`src/rtl/mem_arb_pkg.sv`:
```
// Shared types and constants for the memory port arbiter: FSM states,
// requester IDs, RISC-V load/store funct3 codes and the alignment rule.
package mem_arb_pkg;

  typedef enum logic [1:0] {
    IDLE = 2'd0,
    BUSY = 2'd1,
    DONE = 2'd2
  } arb_state_t;

  typedef enum logic {
    SRC_IF = 1'b0,
    SRC_LS = 1'b1
  } arb_src_t;

  localparam logic [2:0] F3_B  = 3'b000;
  localparam logic [2:0] F3_H  = 3'b001;
  localparam logic [2:0] F3_W  = 3'b010;
  localparam logic [2:0] F3_BU = 3'b100;
  localparam logic [2:0] F3_HU = 3'b101;

  // Byte accesses are never misaligned; unknown encodings are passed through.
  function automatic logic is_misaligned(input logic [2:0] f3, input logic [1:0] a);
    case (f3)
      F3_H, F3_HU: return a[0];
      F3_W:        return a != 2'b00;
      default:     return 1'b0;
    endcase
  endfunction

endpackage

```
`src/rtl/mem_port_arbiter_if.sv`:
```
// Requester and memory-side signals of the arbiter. The arbiter uses the
// master modport; requesters and the memory model use the slave modport.
interface mem_port_arbiter_if #(
  parameter int ADDR_W = 32,
  parameter int DATA_W = 32
);

  // Handshake: a requester raises *_req with stable fields and holds it until
  // it sees the one-cycle *_ack; on that edge it drops req or presents the next
  // request. Fields are latched at grant, so later changes have no effect.
  logic              if_req;
  logic [ADDR_W-1:0] if_addr;
  logic              if_ack;
  logic [DATA_W-1:0] if_rdata;

  logic              ls_req;
  logic              ls_we;
  logic [2:0]        ls_funct3;
  logic [ADDR_W-1:0] ls_addr;
  logic [DATA_W-1:0] ls_wdata;
  logic              ls_ack;
  logic [DATA_W-1:0] ls_rdata;
  logic              ls_misalign;

  logic              write_mem;
  logic [2:0]        funct3;
  logic [ADDR_W-1:0] write_address;
  logic [DATA_W-1:0] write_data;
  logic [ADDR_W-1:0] read_address;
  logic [DATA_W-1:0] read_data;

  modport master (
    input  if_req, if_addr, ls_req, ls_we, ls_funct3, ls_addr, ls_wdata, read_data,
    output if_ack, if_rdata, ls_ack, ls_rdata, ls_misalign,
           write_mem, funct3, write_address, write_data, read_address
  );

  modport slave (
    output if_req, if_addr, ls_req, ls_we, ls_funct3, ls_addr, ls_wdata, read_data,
    input  if_ack, if_rdata, ls_ack, ls_rdata, ls_misalign,
           write_mem, funct3, write_address, write_data, read_address
  );

endinterface

```
`src/rtl/mem_arb_sel.sv`:
```
// Grant selection between fetch and load/store. Defining MEM_ARB_RR_EN
// switches from fixed load/store priority to round-robin with a last_grant bit.
module mem_arb_sel
  import mem_arb_pkg::*;
(
  input  logic     clk,
  input  logic     rst_n,
  input  logic     if_req,
  input  logic     ls_req,
  input  logic     grant_en,
  output logic     gnt_valid,
  output arb_src_t gnt_src
);

  assign gnt_valid = if_req | ls_req;

`ifdef MEM_ARB_RR_EN
  arb_src_t last_grant;

  // Misaligned grants count too: any grant the top accepts updates the bit.
  always_ff @(posedge clk or negedge rst_n) begin
    if (!rst_n) begin
      last_grant <= SRC_IF;
    end else if (grant_en && gnt_valid) begin
      last_grant <= gnt_src;
    end
  end

  always_comb begin
    gnt_src = SRC_IF;
    if (if_req && ls_req) begin
      gnt_src = (last_grant == SRC_IF) ? SRC_LS : SRC_IF;
    end else if (ls_req) begin
      gnt_src = SRC_LS;
    end
  end
`else
  logic unused_sel;
  assign unused_sel = &{1'b0, clk, rst_n, grant_en};

  always_comb begin
    gnt_src = ls_req ? SRC_LS : SRC_IF;
  end
`endif

endmodule

```
`src/rtl/mem_port_arbiter.sv`:
```
// Single memory port shared by fetch and load/store: IDLE/BUSY/DONE FSM with
// latched request, latency counter and registered outputs. Option: MEM_ARB_RR_EN.
module mem_port_arbiter
  import mem_arb_pkg::*;
#(
  parameter int ADDR_W      = 32,
  parameter int DATA_W      = 32,
  parameter int MEM_LATENCY = 1
) (
  input  logic                clk,
  input  logic                rst_n,
  mem_port_arbiter_if.master  bus,
  output arb_state_t          dbg_state
);

  localparam logic [2:0] LAT = 3'(MEM_LATENCY);

  arb_state_t        state_q, state_d;
  arb_src_t          src_q, src_d;
  logic              we_q, we_d;
  logic [2:0]        f3_q, f3_d;
  logic [ADDR_W-1:0] addr_q, addr_d;
  logic [DATA_W-1:0] wdata_q, wdata_d;
  logic [2:0]        cnt_q, cnt_d;
  logic              write_mem_q, write_mem_d;
  logic              if_ack_q, if_ack_d;
  logic              ls_ack_q, ls_ack_d;
  logic              ls_misalign_q, ls_misalign_d;
  logic [DATA_W-1:0] if_rdata_q, if_rdata_d;
  logic [DATA_W-1:0] ls_rdata_q, ls_rdata_d;

  logic     gnt_valid;
  arb_src_t gnt_src;
  logic     grant_en;

  mem_arb_sel u_sel (
    .clk       (clk),
    .rst_n     (rst_n),
    .if_req    (bus.if_req),
    .ls_req    (bus.ls_req),
    .grant_en  (grant_en),
    .gnt_valid (gnt_valid),
    .gnt_src   (gnt_src)
  );

  always_ff @(posedge clk or negedge rst_n) begin
    if (!rst_n) begin
      state_q <= IDLE;
    end else begin
      state_q <= state_d;
    end
  end

  always_comb begin
    state_d       = state_q;
    src_d         = src_q;
    we_d          = we_q;
    f3_d          = f3_q;
    addr_d        = addr_q;
    wdata_d       = wdata_q;
    cnt_d         = cnt_q;
    write_mem_d   = 1'b0;
    if_ack_d      = 1'b0;
    ls_ack_d      = 1'b0;
    ls_misalign_d = 1'b0;
    if_rdata_d    = if_rdata_q;
    ls_rdata_d    = ls_rdata_q;
    grant_en      = 1'b0;

    case (state_q)
      IDLE: begin
        if (gnt_valid) begin
          grant_en = 1'b1;
          src_d    = gnt_src;
          if (gnt_src == SRC_LS && is_misaligned(bus.ls_funct3, bus.ls_addr[1:0])) begin
            // Suppressed access: memory-side outputs keep their old values.
            state_d       = DONE;
            ls_ack_d      = 1'b1;
            ls_misalign_d = 1'b1;
            ls_rdata_d    = '0;
          end else begin
            state_d = BUSY;
            cnt_d   = LAT;
            if (gnt_src == SRC_LS) begin
              we_d        = bus.ls_we;
              f3_d        = bus.ls_funct3;
              addr_d      = bus.ls_addr;
              wdata_d     = bus.ls_wdata;
              write_mem_d = bus.ls_we;
            end else begin
              we_d    = 1'b0;
              f3_d    = F3_W;
              addr_d  = bus.if_addr;
              wdata_d = '0;
            end
          end
        end
      end

      BUSY: begin
        if (we_q) begin
          state_d  = DONE;
          ls_ack_d = 1'b1;
        end else if (cnt_q == 3'd0) begin
          state_d = DONE;
          if (src_q == SRC_LS) begin
            ls_rdata_d = bus.read_data;
            ls_ack_d   = 1'b1;
          end else begin
            if_rdata_d = bus.read_data;
            if_ack_d   = 1'b1;
          end
        end else begin
          cnt_d = cnt_q - 3'd1;
        end
      end

      DONE: begin
        state_d = IDLE;
      end

      default: begin
        state_d = IDLE;
      end
    endcase
  end

  always_ff @(posedge clk or negedge rst_n) begin
    if (!rst_n) begin
      src_q         <= SRC_IF;
      we_q          <= 1'b0;
      f3_q          <= 3'b000;
      addr_q        <= '0;
      wdata_q       <= '0;
      cnt_q         <= 3'd0;
      write_mem_q   <= 1'b0;
      if_ack_q      <= 1'b0;
      ls_ack_q      <= 1'b0;
      ls_misalign_q <= 1'b0;
      if_rdata_q    <= '0;
      ls_rdata_q    <= '0;
    end else begin
      src_q         <= src_d;
      we_q          <= we_d;
      f3_q          <= f3_d;
      addr_q        <= addr_d;
      wdata_q       <= wdata_d;
      cnt_q         <= cnt_d;
      write_mem_q   <= write_mem_d;
      if_ack_q      <= if_ack_d;
      ls_ack_q      <= ls_ack_d;
      ls_misalign_q <= ls_misalign_d;
      if_rdata_q    <= if_rdata_d;
      ls_rdata_q    <= ls_rdata_d;
    end
  end

  // The latched request doubles as the memory-side output registers.
  assign bus.write_mem     = write_mem_q;
  assign bus.funct3        = f3_q;
  assign bus.write_address = addr_q;
  assign bus.read_address  = addr_q;
  assign bus.write_data    = wdata_q;
  assign bus.if_ack        = if_ack_q;
  assign bus.if_rdata      = if_rdata_q;
  assign bus.ls_ack        = ls_ack_q;
  assign bus.ls_rdata      = ls_rdata_q;
  assign bus.ls_misalign   = ls_misalign_q;
  assign dbg_state         = state_q;

endmodule

```
`src/flat_wrapper.sv`:
```
// flat-port wrapper written by rule: the top's interface ports become plain ports
module mem_port_arbiter_flat import mem_arb_pkg::*;
#(
  parameter int ADDR_W      = 32,
  parameter int DATA_W      = 32,
  parameter int MEM_LATENCY = 1
)
  (clk, rst_n, dbg_state, bus_if_req, bus_if_addr, bus_ls_req, bus_ls_we, bus_ls_funct3, bus_ls_addr, bus_ls_wdata, bus_read_data, bus_if_ack, bus_if_rdata, bus_ls_ack, bus_ls_rdata, bus_ls_misalign, bus_write_mem, bus_funct3, bus_write_address, bus_write_data, bus_read_address);
  mem_port_arbiter_if #(.ADDR_W(ADDR_W), .DATA_W(DATA_W)) bus_i ();
  input  logic clk;
  input  logic rst_n;
  output arb_state_t dbg_state;
  input wire logic [$bits(bus_i.if_req)-1:0] bus_if_req;
  input wire logic [$bits(bus_i.if_addr)-1:0] bus_if_addr;
  input wire logic [$bits(bus_i.ls_req)-1:0] bus_ls_req;
  input wire logic [$bits(bus_i.ls_we)-1:0] bus_ls_we;
  input wire logic [$bits(bus_i.ls_funct3)-1:0] bus_ls_funct3;
  input wire logic [$bits(bus_i.ls_addr)-1:0] bus_ls_addr;
  input wire logic [$bits(bus_i.ls_wdata)-1:0] bus_ls_wdata;
  input wire logic [$bits(bus_i.read_data)-1:0] bus_read_data;
  output wire logic [$bits(bus_i.if_ack)-1:0] bus_if_ack;
  output wire logic [$bits(bus_i.if_rdata)-1:0] bus_if_rdata;
  output wire logic [$bits(bus_i.ls_ack)-1:0] bus_ls_ack;
  output wire logic [$bits(bus_i.ls_rdata)-1:0] bus_ls_rdata;
  output wire logic [$bits(bus_i.ls_misalign)-1:0] bus_ls_misalign;
  output wire logic [$bits(bus_i.write_mem)-1:0] bus_write_mem;
  output wire logic [$bits(bus_i.funct3)-1:0] bus_funct3;
  output wire logic [$bits(bus_i.write_address)-1:0] bus_write_address;
  output wire logic [$bits(bus_i.write_data)-1:0] bus_write_data;
  output wire logic [$bits(bus_i.read_address)-1:0] bus_read_address;
  assign bus_i.if_req = bus_if_req;
  assign bus_i.if_addr = bus_if_addr;
  assign bus_i.ls_req = bus_ls_req;
  assign bus_i.ls_we = bus_ls_we;
  assign bus_i.ls_funct3 = bus_ls_funct3;
  assign bus_i.ls_addr = bus_ls_addr;
  assign bus_i.ls_wdata = bus_ls_wdata;
  assign bus_i.read_data = bus_read_data;
  assign bus_if_ack = bus_i.if_ack;
  assign bus_if_rdata = bus_i.if_rdata;
  assign bus_ls_ack = bus_i.ls_ack;
  assign bus_ls_rdata = bus_i.ls_rdata;
  assign bus_ls_misalign = bus_i.ls_misalign;
  assign bus_write_mem = bus_i.write_mem;
  assign bus_funct3 = bus_i.funct3;
  assign bus_write_address = bus_i.write_address;
  assign bus_write_data = bus_i.write_data;
  assign bus_read_address = bus_i.read_address;
  mem_port_arbiter #(.ADDR_W(ADDR_W), .DATA_W(DATA_W), .MEM_LATENCY(MEM_LATENCY)) u_core (.clk(clk), .rst_n(rst_n), .bus(bus_i), .dbg_state(dbg_state));
endmodule
```
`config.mk`:
```
export PLATFORM = sky130hd
export DESIGN_NAME = mem_port_arbiter_flat
export DESIGN_NICKNAME = d
export VERILOG_FILES = /design/src/rtl/mem_arb_pkg.sv /design/src/rtl/mem_port_arbiter_if.sv /design/src/rtl/mem_arb_sel.sv /design/src/rtl/mem_port_arbiter.sv /design/src/flat_wrapper.sv
export SDC_FILE = /design/constraint.sdc
export NUM_CORES = 1
export LEC_CHECK = 0
export CORE_UTILIZATION = 37
export CTS_CLUSTER_SIZE = 12
export DETAILED_ROUTE_END_ITERATION = 10
export GPL_TIMING_DRIVEN = 0
export PLACE_DENSITY_LB_ADDON = 0.1
export SLEW_MARGIN = 25
export SYNTH_ARGS = -nofsm -noshare
export SYNTH_HDL_FRONTEND = slang
export SYNTH_SLANG_ARGS = --single-unit
```
`constraint.sdc`:
```
create_clock -name clk -period 2 [get_ports clk]
set_clock_uncertainty 0.15 [all_clocks]
set_input_delay 0.4 -clock clk [delete_from_list [all_inputs] [get_ports clk]]
set_output_delay 0.4 -clock clk [all_outputs]
set_load 0.03 [all_outputs]
```
Word-level counts from Yosys, hierarchy flattened
Cells that the tools add are included.

Input port bits: 136. Register bits after elaboration: 142. Output and inout bits: 169. Word-level logic and storage cells: 80.

Reduce and logical (&&, ||, !) cells: 12. Equal/unequal tests: 12. Muxes and demuxes: 38. Bitwise gates (word level): 4. Add/sub/neg operators: 1.

Operators by type and width (number): 2-to-1 mux 32 bit (7); one-hot mux 32 bit (2 select lines) (1); 2-to-1 mux 1 bit (17); 2-to-1 mux 3 bit (5); 2-to-1 mux 2 bit (4); != test 2 x 1 -> 1 bit (second input constant) (4); != test 2 bit (second input constant) (3); one-hot mux 3 bit (2 select lines) (1); AND reduction 6 bit (1); AND reduction 5 bit (1); one-hot mux 1 bit (2 select lines) (2); one-hot mux 2 bit (2 select lines) (1); AND reduction 2 bit (2); AND reduction 4 bit (1); nonzero test 2 bit (2); equality test 3 x 1 -> 1 bit (second input constant) (1); equality test 3 x 2 -> 1 bit (second input constant) (1); equality test 3 bit (second input constant) (1); zero test 3 bit (1); != test 3 x 1 -> 1 bit (second input constant) (1); inverter 1 bit (3); AND reduction 3 bit (1); subtractor 3 x 1 -> 3 bit (second input constant) (1); equality test 2 x 1 -> 1 bit (second input constant) (1); 4 further kinds (4).

Logic depth before layout (Yosys ltp)
Word-level depth: 9. Mapped depth: 8. Depth with buffers taken out: 6.

Hierarchy
Synthesis repeated with hierarchy kept, for this count alone.

Cells, all modules: 555. Area, all modules: 6606.3 um^2.

Modules (own cells, without submodules): mem_port_arbiter (times used 1, cells each 553, area each 6592.6 um^2, sequential area each 3553.4 um^2); mem_arb_sel (times used 1, cells each 2, area each 13.8 um^2, sequential area each 0.0 um^2).

Worst setup path before layout
Ideal clock, no wire load.

Path type: flip-flop to flip-flop. Start: register u_core.state_q[0] (netlist: u_core.dbg_state[0]). End: register u_core.if_rdata_q[0] (netlist: u_core.bus.if_rdata[0]). Path slack: -0.155 ns. Arrival: 1.880 ns. Stages on the path, launching flop included: 6. Data required time: 1.725 ns. Period minus slack after synthesis: 2.155 ns. Buffers on the path: 2. Library setup time: 0.125 ns. Cell sequence: dfrtp_1 > or3b_4 > or3_1 > buf_4 > buf_6 > mux2_4.

Cells in the longest elaborated chain, start to end: 2.

RTL lines: start, declared (line mem_port_arbiter.sv:18) `arb_state_t state_q, state_d;`; start signal, assigned (line mem_port_arbiter.sv:50) `state_q <= state_d;`; equality test 2 x 1 -> 1 bit (line mem_port_arbiter.sv:70) `case (state_q)`; AND reduction 4 bit (no source line); end signal, assigned (line mem_port_arbiter.sv:153) `if_rdata_q <= if_rdata_d;`; end, declared (line mem_port_arbiter.sv:29) `logic [DATA_W-1:0] if_rdata_q, if_rdata_d;`.

No other way between the ends. A chain may end at the register's enable or synchronous reset.

Worst setup path after layout
Same ends and word-level chain as after synthesis.

==> results by stage <==
Power and ir drop:
- The power share of the sequential group is 28.9%.
- The design internal power is 10.2 mW.
- The combinational fraction of design power is 53.4%.
- The clock network power share is 17.7%.
- The fraction of power spent switching nets is 43.7%.
- The leakage power summed over all cells is 5.06 nW.
- The total power divided by cell area is 1720 nW/um^2.
- IR analysis of the VDD net gives a maximum drop of 0.848 mV.
- Summed over all nets, the switching power comes to 7.88 mW.
- The total power draw is 18.0 mW.

Worst hold path:
- The number of cells traversed by the worst hold path is 3.
- The startpoint identified for the worst hold timing path is bus_ls_addr[1].
- The terminating pin of the worst hold path is u_core.bus.read_address[1].
- The worst min-delay path category is in -> reg.

Clocking:
- The number of buffers inserted during clock tree synthesis is 17.
- After clock tree synthesis, the clock-pin slew on the worst setup and hold paths is 0.06 ns.
- The CTS tree is yes.
- The clock latency reported for the late side of the worst-skew pair is 0.42 ns.
- CTS built an H-tree with a depth of 4.
- The tree is rooted in a sky130_fd_sc_hd__clkbuf_16.
- The sink count of the clock tree is 142.
- The maximum buffer depth of the clock tree is 2.

Synth:
- The per-instance average area after synthesis is 11.6 um^2.
- Yosys printed 0 warnings.
- The fraction of the yosys area taken by sequential cells is 55.3%.
- Counting every net in the synthesized netlist gives 693.
- Of the post-synthesis cell area, the dominant cell type holds 55.3%.
- The synthesized design contains 142 register bits.
- The number of unique standard cell types used by synthesis is 31.
- Counting every instance in the synthesized netlist gives 555.
- The most area-hungry cell type in the Yosys netlist is sky130_fd_sc_hd__dfrtp_1.
- In this run the cell area of the synthesized design comes to 6420 um^2.
- After synthesis, the cell types taking the most area are sky130_fd_sc_hd__dfrtp_1 55%, sky130_fd_sc_hd__mux2_2 12%, sky130_fd_sc_hd__mux2_4 6.8%, sky130_fd_sc_hd__nand2_1 6.1%, sky130_fd_sc_hd__o211ai_1 4.0%.

Floorplanning:
- The starting density of the core is 38.3%.
- The die height is 134 um.
- The width of the chip is 134 um.
- For this design the top-level I/O count stands at 305.
- The die area is 17,900 um^2.
- The region available for standard cell placement spans 16,800 um^2.
- The count of standard-cell rows is 47.

STA:
- After layout, the worst setup slack is -0.0226 ns.
- Setup violations remaining at the end of the flow were counted as 10.
- Setup repair after global routing could not meet its margin everywhere.
- At the pin with the least slew margin, the transition time is 0.618 ns.
- The normalized max-slew margin is 58.8%.
- Derived from the worst setup path, the maximum achievable clock frequency is 494 MHz.
- Hold is met by 0.302 ns.
- The number of max-slew violations in the final report came to 0.
- The minimum clock period is 2.02 ns.
- The number of failing hold endpoints at the final stage is 0.
- The final worst-path cycle share is 101%.

Drt:
- The first detailed-routing pass took 4 iterations.
- The average wire per standard cell is 17.7 um.
- The initial DRC count is 186.
- The detailed-route wire length is 19,800 um.
- The via count is 5,464.
- The detail route stage leaves a number of antenna-violating nets equal to 0.
- In the routed design, unresolved DRC markers number 0.
- The post-detailed-route via-to-cell ratio is 4.86.

Status:
- The checks that failed: setup timing.
- The run finished, with violations left.

Setup path:
- The setup slack of the worst register-to-register path is -0.02 ns.
- The reg-to-reg critical path startpoint is u_core.dbg_state[0].
- For the worst setup path, the data arrival time is 2.17 ns.
- The required time of the critical path is 2.15 ns.
- The kind of start point of the critical path is a flip-flop.
- The capturing element type of the critical path is a flip-flop.
- The end of the worst register-to-register path is u_core.bus.if_rdata[0].
- The biggest fanout along the worst timing path is 6.
- The worst-case reg-to-reg path depth is 4.
- For this run, the slowest stage of the critical path takes 0.43 ns.
- The kind of critical path is reg -> reg.
- On the critical path, the stage with the largest delay is an instance of sky130_fd_sc_hd__or3_4.
- The critical path goes through or3b_4, or3_4, clkbuf_16, mux2_4.

Flow run:
- The count of max-cap constraint violations is 0.

Placement:
- The placed wire-length estimate after detailed placement is 14,500 um.
- The congestion estimate from routability-driven global placement came to 0.827.
- Input and output buffers added on the ports amount to 303.

GRT:
- The global routing usage summed across all routing layers is 22.3%.
- The largest net degree at the start of global routing is 81.
- The first global-routing pass estimated 30,600 um of wire.
- The initial antenna violation count is 3.
- The total overflow reported by the global router is 0.
- The number of global-route vias before repair was 5,632.

Final layout:
- After filler insertion, the fill cell instance count of the layout stands at 1,437.
- The synthesis-to-finish area growth is 63.0%.
- The number of nets at the end of the flow is 1,027.
- Of the cells placed in the final design, the portion with a size suffix greater than 1 is 24.4%.
critical path: cells and delay by family, from the launching register on:
| family | cells | cell delay [ns] |
|---|---|---|
| and+or+nand+nor | 2 | 0.84 |
| DFF | 1 | 0.41 |
| muxes | 1 | 0.30 |
| buffers and inverters | 1 | 0.20 |
layout by cell type, fill, tap and decap left out, drive strengths merged, types with 4 or more instances in the layout:
cell type / n
buf: 56
o21ai: 25
clkdlybuf4s50: 132
nor2: 6
clkbuf: 45
o211ai: 34
dlygate4sd2: 165
nand3: 9
dfrtp: 142
inv: 7
mux2: 98
a21oi: 34
clkinv: 7
nand2: 105
dlymetal6s2s: 4
kinds of logic after synthesis:
family	share of synthesized area, %
buffers and inverters	6.84
flip-flops	55.3
adder cells (fa/ha/maj)	0.390
AND/OR/NAND/NOR	8.90
multiplexers	18.9
AO/OA/AOI/OAI	9.66
worst max-delay path by stage:
stage,from,end,slack (ns),depth (start not counted)
2_1_floorplan,u_core.dbg_state[0],u_core.bus.if_rdata[0],-0.06,5
3_3_place_gp,rst_n,u_core.dbg_state[0],-5.84,1
3_5_place_dp,bus_ls_funct3[2],u_core.bus.ls_rdata[19],-0.82,6
4_1_cts,u_core.dbg_state[1],u_core.bus.if_rdata[29],-0.02,4
5_1_grt,u_core.dbg_state[0],u_core.bus.if_rdata[0],-0.05,4
6_report,u_core.dbg_state[0],u_core.bus.if_rdata[0],-0.02,4
layout make-up:
cell class                      count  area [um^2]  share of cell area (%)
Sequential cell                   142         3560                    34.0
Multi-Input combinational cell    337         2510                    24.0
Clock buffer                       17          425                    4.06
Timing Repair Buffer              318         3000                    28.7
Buffer                             68          505                    4.83
Inverter                            5         18.8                   0.179
Antenna cell                        3         7.51                  0.0717
Clock inverter                     14          169                    1.61
Tap cell                          220          275                    2.63
layer usage:
layer / track usage (%) / vias up / part of all wire, %
li1: - / 2549 / -
met1: 26.9 / 2672 / 41
met2: 36.9 / 210 / 50
met3: 6.70 / 33 / 6.8
met4: 9.03 / 0 / 2.4
met5: 0 / - / 0
per-stage QoR:
step	TNS (ns)	utilization, %	worst slack [ns]	instance area, um^2	std cells
after global placement	-822.02	58.2	-5.84	9760	1078
after detailed placement	-71.93	58.4	-0.821	9790	1079
after global routing	-0.964	62.5	-0.0520	10500	1124
after floorplan	-1.57	-	-0.0551	6450	555
final	-0.0506	62.5	-0.0226	10500	1124
after CTS	-0.225	61.7	-0.0165	10300	1114
power by group through the flow:
stage          clock network (mW)  logic (mW)  registers [mW]
3_5_place_dp                    0        10.6            5.29
4_1_cts                      3.26        9.56            5.22
2_1_floorplan                   0        3.41            7.88
6_report                     3.19        9.63            5.22
3_3_place_gp                    0        10.5            5.24
5_1_grt                      3.38        10.2            5.40
Yosys cell counts (all sizes together):
cell type and count:
or3 2, nor3 3, nand3b 1, nand2 105, a21oi 34, ha 2, dfrtp 142, a31o 3
or3b 1, inv 5, o22ai 1, and2 1, nand2b 3, and4bb 1, clkbuf 29, nor2b 2
o22a 1, a2bb2o 1, mux2 98, nor3b 1, o21ai 25, a21boi 1, and3 1, nor2 6
o211ai 34, nand3 9, buf 42, o21bai 1
timing repair:
| item | CTS | global route |
|---|---|---|
| setup buffers | 6 | 6 |
| endpoints found under the setup margin | 294 | 128 |
| hold endpoints to repair | 62 | 0 |
| resized for setup | 198 | 32 |
| pin swaps | 4 | 3 |
| cloned | 0 | 1 |
| hold buffers | 1 | 0 |
state kept, by name, indices dropped and copies added, names as in the netlist:
name / flops
u_core.bus.write_data: 32
u_core.bus.ls_ack: 1
u_core.bus.funct3: 3
u_core.we_q: 1
u_core.bus.if_rdata: 32
u_core.src_q: 1
u_core.cnt_q: 3
u_core.bus.read_address: 32
u_core.bus.write_mem: 1
u_core.bus.if_ack: 1
u_core.dbg_state: 2
u_core.bus.ls_misalign: 1
u_core.bus.ls_rdata: 32
No activity file was read; power rests on OpenSTA's default activity.
